File: config.mk
export PLATFORM = sky130hd
export DESIGN_NAME = hazard_controller
export DESIGN_NICKNAME = d
export VERILOG_FILES = /design/src/rtl/hazard_controller.sv
export SDC_FILE = /design/constraint.sdc
export NUM_CORES = 1
export LEC_CHECK = 0
export ABC_AREA = 1
export ABC_CLOCK_PERIOD_IN_PS = 3300
export CAP_MARGIN = 20
export CORE_AREA = 8 8 63 65
export CTS_CLUSTER_SIZE = 30
export DETAILED_ROUTE_END_ITERATION = 16
export DIE_AREA = 0 0 71 73
export GPL_TIMING_DRIVEN = 1
export PLACE_DENSITY = 0.82
export RECOVER_POWER = 25
export SLEW_MARGIN = 20
export SYNTH_ARGS = -nofsm -noshare
export SYNTH_HDL_FRONTEND = slang
export SYNTH_SLANG_ARGS = --single-unit
export TNS_END_PERCENT = 1
File: constraint.sdc
create_clock -name clk_i -period 3.3 [get_ports clk_i]
set_clock_uncertainty 0.05 [all_clocks]
set_input_delay 0.66 -clock clk_i [delete_from_list [all_inputs] [get_ports clk_i]]
set_output_delay 0.66 -clock clk_i [all_outputs]
set_load 0.03 [all_outputs]
File: src/rtl/hazard_controller.sv
// ---------------------------------------------------------------------------
// hazard_controller
//
// Sequencing controller for the 5-stage MIPS pipeline (IF/ID/EX/MEM/WB).
// It drives the PC and pipeline-register enables and flushes, and the
// PC-source selects. It handles four situations:
//   - load-use hazards, by inserting a one-cycle bubble;
//   - taken branches resolved in MEM, by squashing the three younger stages;
//   - jumps decoded in ID, by squashing the fetched instruction;
//   - data memory not ready, by freezing the whole pipe.
// Every other RAW hazard is left to ForwardUnit.
//
// Optional feature: define HAZARD_STATS_EN to build the saturating
// stall/flush statistics counters. Without it both counter ports read 0.
//
// Parameters:
//   N           register-address width
//   MAX_WAIT    memory-wait cycles before mem_timeout_o sets (1..255)
//   STAT_WIDTH  width of the statistics counters
//
// Ports:
//   clk_i            system clock, rising edge
//   reset_i          synchronous active-high reset
//   id_rs_i/id_rt_i  source register fields of the instruction in ID
//   id_uses_rt_i     ID instruction reads rt as a source
//   id_jump_i        ID instruction is j/jal
//   ex_mem_read_i    instruction in EX is a load
//   ex_rt_i          destination register of that load
//   mem_access_i     instruction in MEM is a load or store
//   mem_ready_i      data memory completes the access this cycle
//   branch_taken_i   branch in MEM is taken
//   pc_enable_o, if_id_enable_o, id_ex_enable_o, ex_mem_enable_o
//                    register load enables
//   if_id_flush_o, id_ex_flush_o, ex_mem_flush_o, mem_wb_flush_o
//                    load a NOP into the pipeline register
//   pc_sel_branch_o  PC takes the branch target
//   pc_sel_jump_o    PC takes the jump target
//   mem_timeout_o    sticky memory watchdog flag
//   stall_count_o    load-use and memory-wait stall cycles
//   flush_count_o    branch and jump flush events
// ---------------------------------------------------------------------------
module hazard_controller #(
    parameter int N          = 5,
    parameter int MAX_WAIT   = 15,
    parameter int STAT_WIDTH = 16
) (
    input  logic                  clk_i,
    input  logic                  reset_i,
    input  logic [N-1:0]          id_rs_i,
    input  logic [N-1:0]          id_rt_i,
    input  logic                  id_uses_rt_i,
    input  logic                  id_jump_i,
    input  logic                  ex_mem_read_i,
    input  logic [N-1:0]          ex_rt_i,
    input  logic                  mem_access_i,
    input  logic                  mem_ready_i,
    input  logic                  branch_taken_i,
    output logic                  pc_enable_o,
    output logic                  if_id_enable_o,
    output logic                  id_ex_enable_o,
    output logic                  ex_mem_enable_o,
    output logic                  if_id_flush_o,
    output logic                  id_ex_flush_o,
    output logic                  ex_mem_flush_o,
    output logic                  mem_wb_flush_o,
    output logic                  pc_sel_branch_o,
    output logic                  pc_sel_jump_o,
    output logic                  mem_timeout_o,
    output logic [STAT_WIDTH-1:0] stall_count_o,
    output logic [STAT_WIDTH-1:0] flush_count_o
);

    typedef enum logic [1:0] {
        RUN   = 2'd0,
        STALL = 2'd1,
        WAIT  = 2'd2
    } state_t;

    localparam logic [7:0] MaxWaitC = 8'(MAX_WAIT);

    state_t     state_q, state_d;
    logic [7:0] waitCnt_q, waitCnt_d;
    logic       timeout_q, timeout_d;

    logic loadUse;
    logic memWait;

    // Hazard detection. Register $zero is never a real dependency, so a
    // load targeting it must not stall.
    assign loadUse = ex_mem_read_i && (ex_rt_i != '0) &&
                     ((ex_rt_i == id_rs_i) || (id_uses_rt_i && (ex_rt_i == id_rt_i)));
    assign memWait = mem_access_i && !mem_ready_i;

    // The timeout flag is hidden while reset is held so the error line
    // reads clean during the reset cycle itself.
    assign mem_timeout_o = timeout_q && !reset_i;

    // Mealy output and next-state logic. Outputs depend on the current
    // inputs so stalls and flushes act on the very next clock edge.
    // RUN and STALL share the priority chain; STALL only differs in that
    // it never chains into a second STALL. In WAIT the pipe stays frozen
    // until memory answers, and the release cycle is deliberately plain
    // idle so the completed access can move into MEM/WB.
    always_comb begin
        pc_enable_o     = 1'b1;
        if_id_enable_o  = 1'b1;
        id_ex_enable_o  = 1'b1;
        ex_mem_enable_o = 1'b1;
        if_id_flush_o   = 1'b0;
        id_ex_flush_o   = 1'b0;
        ex_mem_flush_o  = 1'b0;
        mem_wb_flush_o  = 1'b0;
        pc_sel_branch_o = 1'b0;
        pc_sel_jump_o   = 1'b0;
        state_d         = state_q;
        waitCnt_d       = waitCnt_q;
        timeout_d       = timeout_q;

        if (!reset_i) begin
            case (state_q)
                RUN, STALL: begin
                    state_d = RUN;
                    if (memWait) begin
                        pc_enable_o     = 1'b0;
                        if_id_enable_o  = 1'b0;
                        id_ex_enable_o  = 1'b0;
                        ex_mem_enable_o = 1'b0;
                        mem_wb_flush_o  = 1'b1;
                        state_d         = WAIT;
                        waitCnt_d       = 8'd0;
                    end else if (branch_taken_i) begin
                        pc_sel_branch_o = 1'b1;
                        if_id_flush_o   = 1'b1;
                        id_ex_flush_o   = 1'b1;
                        ex_mem_flush_o  = 1'b1;
                    end else if (loadUse) begin
                        pc_enable_o    = 1'b0;
                        if_id_enable_o = 1'b0;
                        id_ex_flush_o  = 1'b1;
                        if (state_q == RUN) begin
                            state_d = STALL;
                        end
                    end else if (id_jump_i) begin
                        pc_sel_jump_o = 1'b1;
                        if_id_flush_o = 1'b1;
                    end
                end
                WAIT: begin
                    if (!mem_ready_i) begin
                        pc_enable_o     = 1'b0;
                        if_id_enable_o  = 1'b0;
                        id_ex_enable_o  = 1'b0;
                        ex_mem_enable_o = 1'b0;
                        mem_wb_flush_o  = 1'b1;
                        if (waitCnt_q != 8'hFF) begin
                            waitCnt_d = waitCnt_q + 8'd1;
                        end
                        if (waitCnt_d == MaxWaitC) begin
                            timeout_d = 1'b1;
                        end
                    end else begin
                        state_d = RUN;
                    end
                end
                default: begin
                    state_d = RUN;
                end
            endcase
        end
    end

    // Control state, watchdog counter and the sticky timeout flag.
    always_ff @(posedge clk_i) begin
        if (reset_i) begin
            state_q   <= RUN;
            waitCnt_q <= 8'd0;
            timeout_q <= 1'b0;
        end else begin
            state_q   <= state_d;
            waitCnt_q <= waitCnt_d;
            timeout_q <= timeout_d;
        end
    end

`ifdef HAZARD_STATS_EN
    logic                  stallInc;
    logic                  flushInc;
    logic [STAT_WIDTH-1:0] stallCnt_q;
    logic [STAT_WIDTH-1:0] flushCnt_q;

    // A stall cycle is the bubble cycle spent in STALL or any cycle the
    // pipe is frozen on memory, including the cycle that enters WAIT.
    // Flush events are the branch and jump decisions taken outside WAIT.
    always_comb begin
        stallInc = !reset_i &&
                   ((state_q == STALL) ||
                    ((state_q != WAIT) && memWait) ||
                    ((state_q == WAIT) && !mem_ready_i));
        flushInc = !reset_i && (state_q != WAIT) && !memWait &&
                   (branch_taken_i || (!loadUse && id_jump_i));
    end

    // Saturating statistics counters.
    always_ff @(posedge clk_i) begin
        if (reset_i) begin
            stallCnt_q <= '0;
            flushCnt_q <= '0;
        end else begin
            if (stallInc && (stallCnt_q != '1)) begin
                stallCnt_q <= stallCnt_q + 1'b1;
            end
            if (flushInc && (flushCnt_q != '1)) begin
                flushCnt_q <= flushCnt_q + 1'b1;
            end
        end
    end

    assign stall_count_o = stallCnt_q;
    assign flush_count_o = flushCnt_q;
`else
    assign stall_count_o = '0;
    assign flush_count_o = '0;
`endif

endmodule

# After elaboration in Yosys (flattened, before gate mapping)
# Cells that the tools add are included.
dict set report word_totals {
  regBits 11
  input_bits 23
  out_inout_bits 43
  elab_cells 73
}
dict set report classes {
  add_sub_neg 1
  eq_ne 9
  muxes 45
  n_bitwise 1
  n_reduce_logical 14
}
# cell count
set op_table {}
lappend op_table {{8-bit 2-to-1 mux} 6}
lappend op_table {{1-bit 2-to-1 mux} 32}
lappend op_table {{8-bit case mux with 2 select lines} 1}
lappend op_table {{5-bit == test} 2}
lappend op_table {{8-bit by 1-bit adder with 8-bit output (second input constant)} 1}
lappend op_table {{8-bit by 4-bit == test with 1-bit output (second input constant)} 1}
lappend op_table {{8-bit inequality test (second input constant)} 1}
lappend op_table {{2-bit inequality test (second input constant)} 3}
lappend op_table {{1-bit case mux with 2 select lines} 3}
lappend op_table {{3-bit AND reduction} 2}
lappend op_table {{1-bit logical AND} 5}
lappend op_table {{5-bit nonzero test} 1}
lappend op_table {{2-bit 2-to-1 mux} 2}
lappend op_table {{2-bit case mux with 2 select lines} 1}
lappend op_table {{2-bit by 1-bit == test with 1-bit output (second input constant)} 1}
lappend op_table {{2-bit == test (second input constant)} 1}
lappend op_table {{1-bit logical NOT} 2}
lappend op_table {{2-bit logical NOT} 1}
lappend op_table {{2-bit nonzero test} 1}
lappend op_table {{2-bit OR reduction} 1}
lappend op_table {{1-bit logical OR} 1}
lappend op_table {{1-bit inverter} 1}

# Longest topological paths before layout
dict set report depth {
  depth_word 9
  mapped_depth 10
  mapped_depth_nobuf 10
}

# Least setup slack after synthesis
# Ideal clock, no wire load.
dict set report synth_timing {
  path_kind {input-to-output}
  startpoint {input mem_ready_i}
  endpoint {output id_ex_enable_o}
  arrival_time_ns 2.198
  required_ns 2.590
  slack_ns 0.392
  stages 9
  n_path_buf 1
  path_cell_list {inv_1 nand2_1 nor2_2 inv_1 nand2_1 inv_1 nor2_1 inv_1 buf_4}
}
dict set report synth_between {
  elab_chain_cells 5
  word_cells_on_any_way 6
  cone_classes {4 x mux; 2 x reduce/logical}
}
# element line_no
set synth_lines {}
lappend synth_lines {{start, declared} 56} ;# input logic mem_ready_i,
lappend synth_lines {{1-bit logical NOT} -}
lappend synth_lines {{1-bit logical AND} 92} ;# assign memWait = mem_access_i && !mem_ready_i;
lappend synth_lines {{1-bit 2-to-1 mux} -}
lappend synth_lines {{1-bit case mux with 2 select lines (*)} -}
lappend synth_lines {{1-bit 2-to-1 mux (*)} -}
lappend synth_lines {{end, declared} 60} ;# output logic id_ex_enable_o,
# Every way passes the cells marked *; elsewhere a longest branch is shown, timed or not.

# Worst setup path after layout
dict set report layout_timing {
  startpoint {input mem_ready_i}
  endpoint {output ex_mem_flush_o}
}
dict set report layout_between {
  elab_chain_cells 5
}
# element line_no
set layout_lines {}
lappend layout_lines {{1-bit logical NOT} -}
lappend layout_lines {{1-bit logical AND} 92}
lappend layout_lines {{1-bit 2-to-1 mux} 123} ;# if (memWait) begin
lappend layout_lines {{1-bit 2-to-1 mux} 120} ;# case (state_q)
lappend layout_lines {{1-bit 2-to-1 mux} 119} ;# if (!reset_i) begin
lappend layout_lines {{end, declared} 64} ;# output logic ex_mem_flush_o,
# No other way between the ends.

==> impl_metrics.env <==
export IMPL_grt_pass1_wl_microns=4820
export IMPL_gp_congestion=0.873
export IMPL_ctsHoldBuffers=0
export IMPL_synthCells=210
export IMPL_rsz0062_at_grt="no"
export IMPL_async_flop_share_pct=0
export IMPL_crit_fanout=3
export IMPL_cp_required_ns=2.59
export IMPL_hold_viol_final=0
export IMPL_status="finished clean"
export IMPL_cp_common_cell="nor2_1"
export IMPL_crit_path_start_kind="input port"
export IMPL_hold_start="timeout_q$_SDFFE_PP0P_"
export IMPL_cts_tree="done"
export IMPL_slew_viol_final=0
export IMPL_root_buffer="clkbuf_4"
export IMPL_synth_fa_ha_area_share_pct=1.03
export IMPL_netlist_area_sq_mm=0.00121
export IMPL_hold_class="reg2reg"
export IMPL_regToRegSetupSlack_ns=1.70
export IMPL_ys_flop_type="dfxtp_1"
export IMPL_cp_arrival_ns=2.35
export IMPL_hold_path_depth=2
export IMPL_wl_per_cell_microns=10.8
export IMPL_routed_via_density=4.40
export IMPL_cellPowerDensity_mw_per_mm2=259
export IMPL_synthMuxAreaShare_pct=0
export IMPL_io_buffers=33
export IMPL_synth_cell_types=23
export IMPL_ir_drop_mv=0.140
export IMPL_firstDrtPassIters=5
export IMPL_postSynthAreaPerCell_sq_um=5.79
export IMPL_dieArea_sq_mm=0.00518
export IMPL_r2r_cells=8
export IMPL_ys_seq_area_share_pct=18.1
export IMPL_ios=66
export IMPL_p_leak_nw=0.824
export IMPL_period_share_pct=92.6
export IMPL_ctsHtreeMaxLevel=1
export IMPL_routed_wl_microns=3010
export IMPL_tns_ns=0
export IMPL_setup_viol=0
export IMPL_synth_xor_area_share_pct=2.16
export IMPL_grt_max_degree=10
export IMPL_regToRegEndpoint="timeout_q$_SDFFE_PP0P_"
export IMPL_cpMaxStageDelayCell="clkdlybuf4s50_1"
export IMPL_crit_path_max_incr_delay_ns=0.72
export IMPL_dr_first_iter_drc_count=108
export IMPL_cts_made_buffers=3
export IMPL_clk_latency_ns=0.28
export IMPL_drc=0
export IMPL_die_w_microns=71
export IMPL_yosysWarningCount=0
export IMPL_drive_gt1_share_pct=4.49
export IMPL_post_cts_setup_buffer_count=0
export IMPL_dieHeight_microns=73
export IMPL_whs_endpoint="timeout_q$_SDFFE_PP0P_"
export IMPL_grt_pass1_vias=1122
export IMPL_crit_type="in2out"
export IMPL_synthSimpleGateAreaFrac_pct=39.0
export IMPL_synth_edf_count=0
export IMPL_grt_usage_pct=11.6
export IMPL_synth_seq_cells=11
export IMPL_syn2layout_area_growth_pct=22.2
export IMPL_clkTransAtPathRegs_ns=0.06
export IMPL_fmax_mhz=327
export IMPL_endpoint_kind="primary output"
export IMPL_maxCapViolCount=0
export IMPL_via_count=1222
export IMPL_period_minus_slack_ns=3.06
export IMPL_cp_cell_sequence="clkdlybuf4s50_1 -> nor2_1 -> nor2_1 -> nand2_1 -> nor2_1 -> clkdlybuf4s50_1"
export IMPL_antenna_cells=0
export IMPL_ant_nets=0
export IMPL_clockBufferDepth=2
export IMPL_reg2reg_from="waitCnt_q[0]$_SDFFE_PP0P_"
export IMPL_rows=20
export IMPL_overflow=0
export IMPL_layout_nets=270
export IMPL_antenna_found_initial=0
export IMPL_hpwl_microns=2540
export IMPL_synth_top_family_by_area="simple AND/OR/NAND/NOR gates"
export IMPL_coreArea_sq_mm=0.00295
export IMPL_cts_sinks=11
export IMPL_initial_core_util_pct=41.1
export IMPL_cts_resized=0
export IMPL_synth_compound_area_share_pct=6.59
export IMPL_whs_ns=0.424
## registers in the layout, summed over array words and instances, names as in the netlist
| name | count |
|---|---|
| waitCnt_q | 8 |
| timeout_q | 1 |
| state_q | 2 |
## stage by stage
step	instances	area, sq um	total power [W]	utilization, %	worst slack, ns
detailed placement	274	1460	0.000291	49.3	0.0241
finish	278	1490	0.000384	50.3	0.244
CTS	278	1480	0.000390	50.2	0.0244
global placement	274	1460	0.000290	49.3	0.0528
floorplan	241	1330	0.000269	-	0.392
global route	278	1490	0.000406	50.3	0.0910
## final cells by class
type                    instances  area [sq um]
inverters                      35           131
fillers                       301          1470
repair buffers                 36           355
flip-flops and latches         11           220
multi-input cells             159           711
well taps                      33          41.3
clock buffers                   4          26.3
## cells by family after synthesis
| logic type | Yosys count |
|---|---|
| compound gates | 15 |
| xor+xnor | 3 |
| fa+ha+maj | 1 |
| buf+inv | 71 |
| flops | 11 |
| other cells | 1 |
| simple gates | 108 |
## Yosys cell counts (2+ instances only)
master	n	area, sq um
nand2_1	58	218
nor2_1	22	82.6
inv_1	35	131
a21oi_1	6	30.0
dfxtp_1	11	220
nand3_1	19	95.1
buf_4	35	263
xnor2_1	2	17.5
nor2_4	2	22.5
o21ai_0	7	35.0
## cell usage in the layout (no fill, tap or decap), drive strengths merged, types with 5 or more instances in the layout
cell / n
dfxtp: 11
o21ai: 7
inv: 35
nor2: 25
dlymetal6s2s: 5
nand2: 60
conb: 32
clkdlybuf4s50: 26
nand3: 19
clkbuf: 6
a21oi: 6
## critical path: cells and delay by family
kind / cells / cell delay (ns)
simple gates: 4 / 0.48
buf+inv: 2 / 1.20
## worst max path at each step
stage | start | end | depth (start not counted)
after global routing | mem_ready_i | ex_mem_enable_o | 10
after global placement | ex_rt_i[4] | id_ex_flush_o | 10
after CTS | ex_rt_i[4] | id_ex_flush_o | 10
after detailed placement | ex_rt_i[4] | id_ex_flush_o | 10
final | mem_ready_i | ex_mem_flush_o | 6
after floorplan | mem_ready_i | id_ex_enable_o | 9
## report_power, final
part	leakage (nW)	switching [W]	internal (W)
Sequential	0.0889	0.00000159	0.000134
Combinational	0.720	0.000103	0.0000489
Clock	0.0150	0.0000497	0.0000470
## metal layers
metal | GRT usage (%) | routed length, microns
met5 | 0 | 0
met1 | 11.4 | 1240
met2 | 20.9 | 1480
met3 | 3.57 | 192
met4 | 7.39 | 99
No activity file was read; power rests on OpenSTA's default activity.
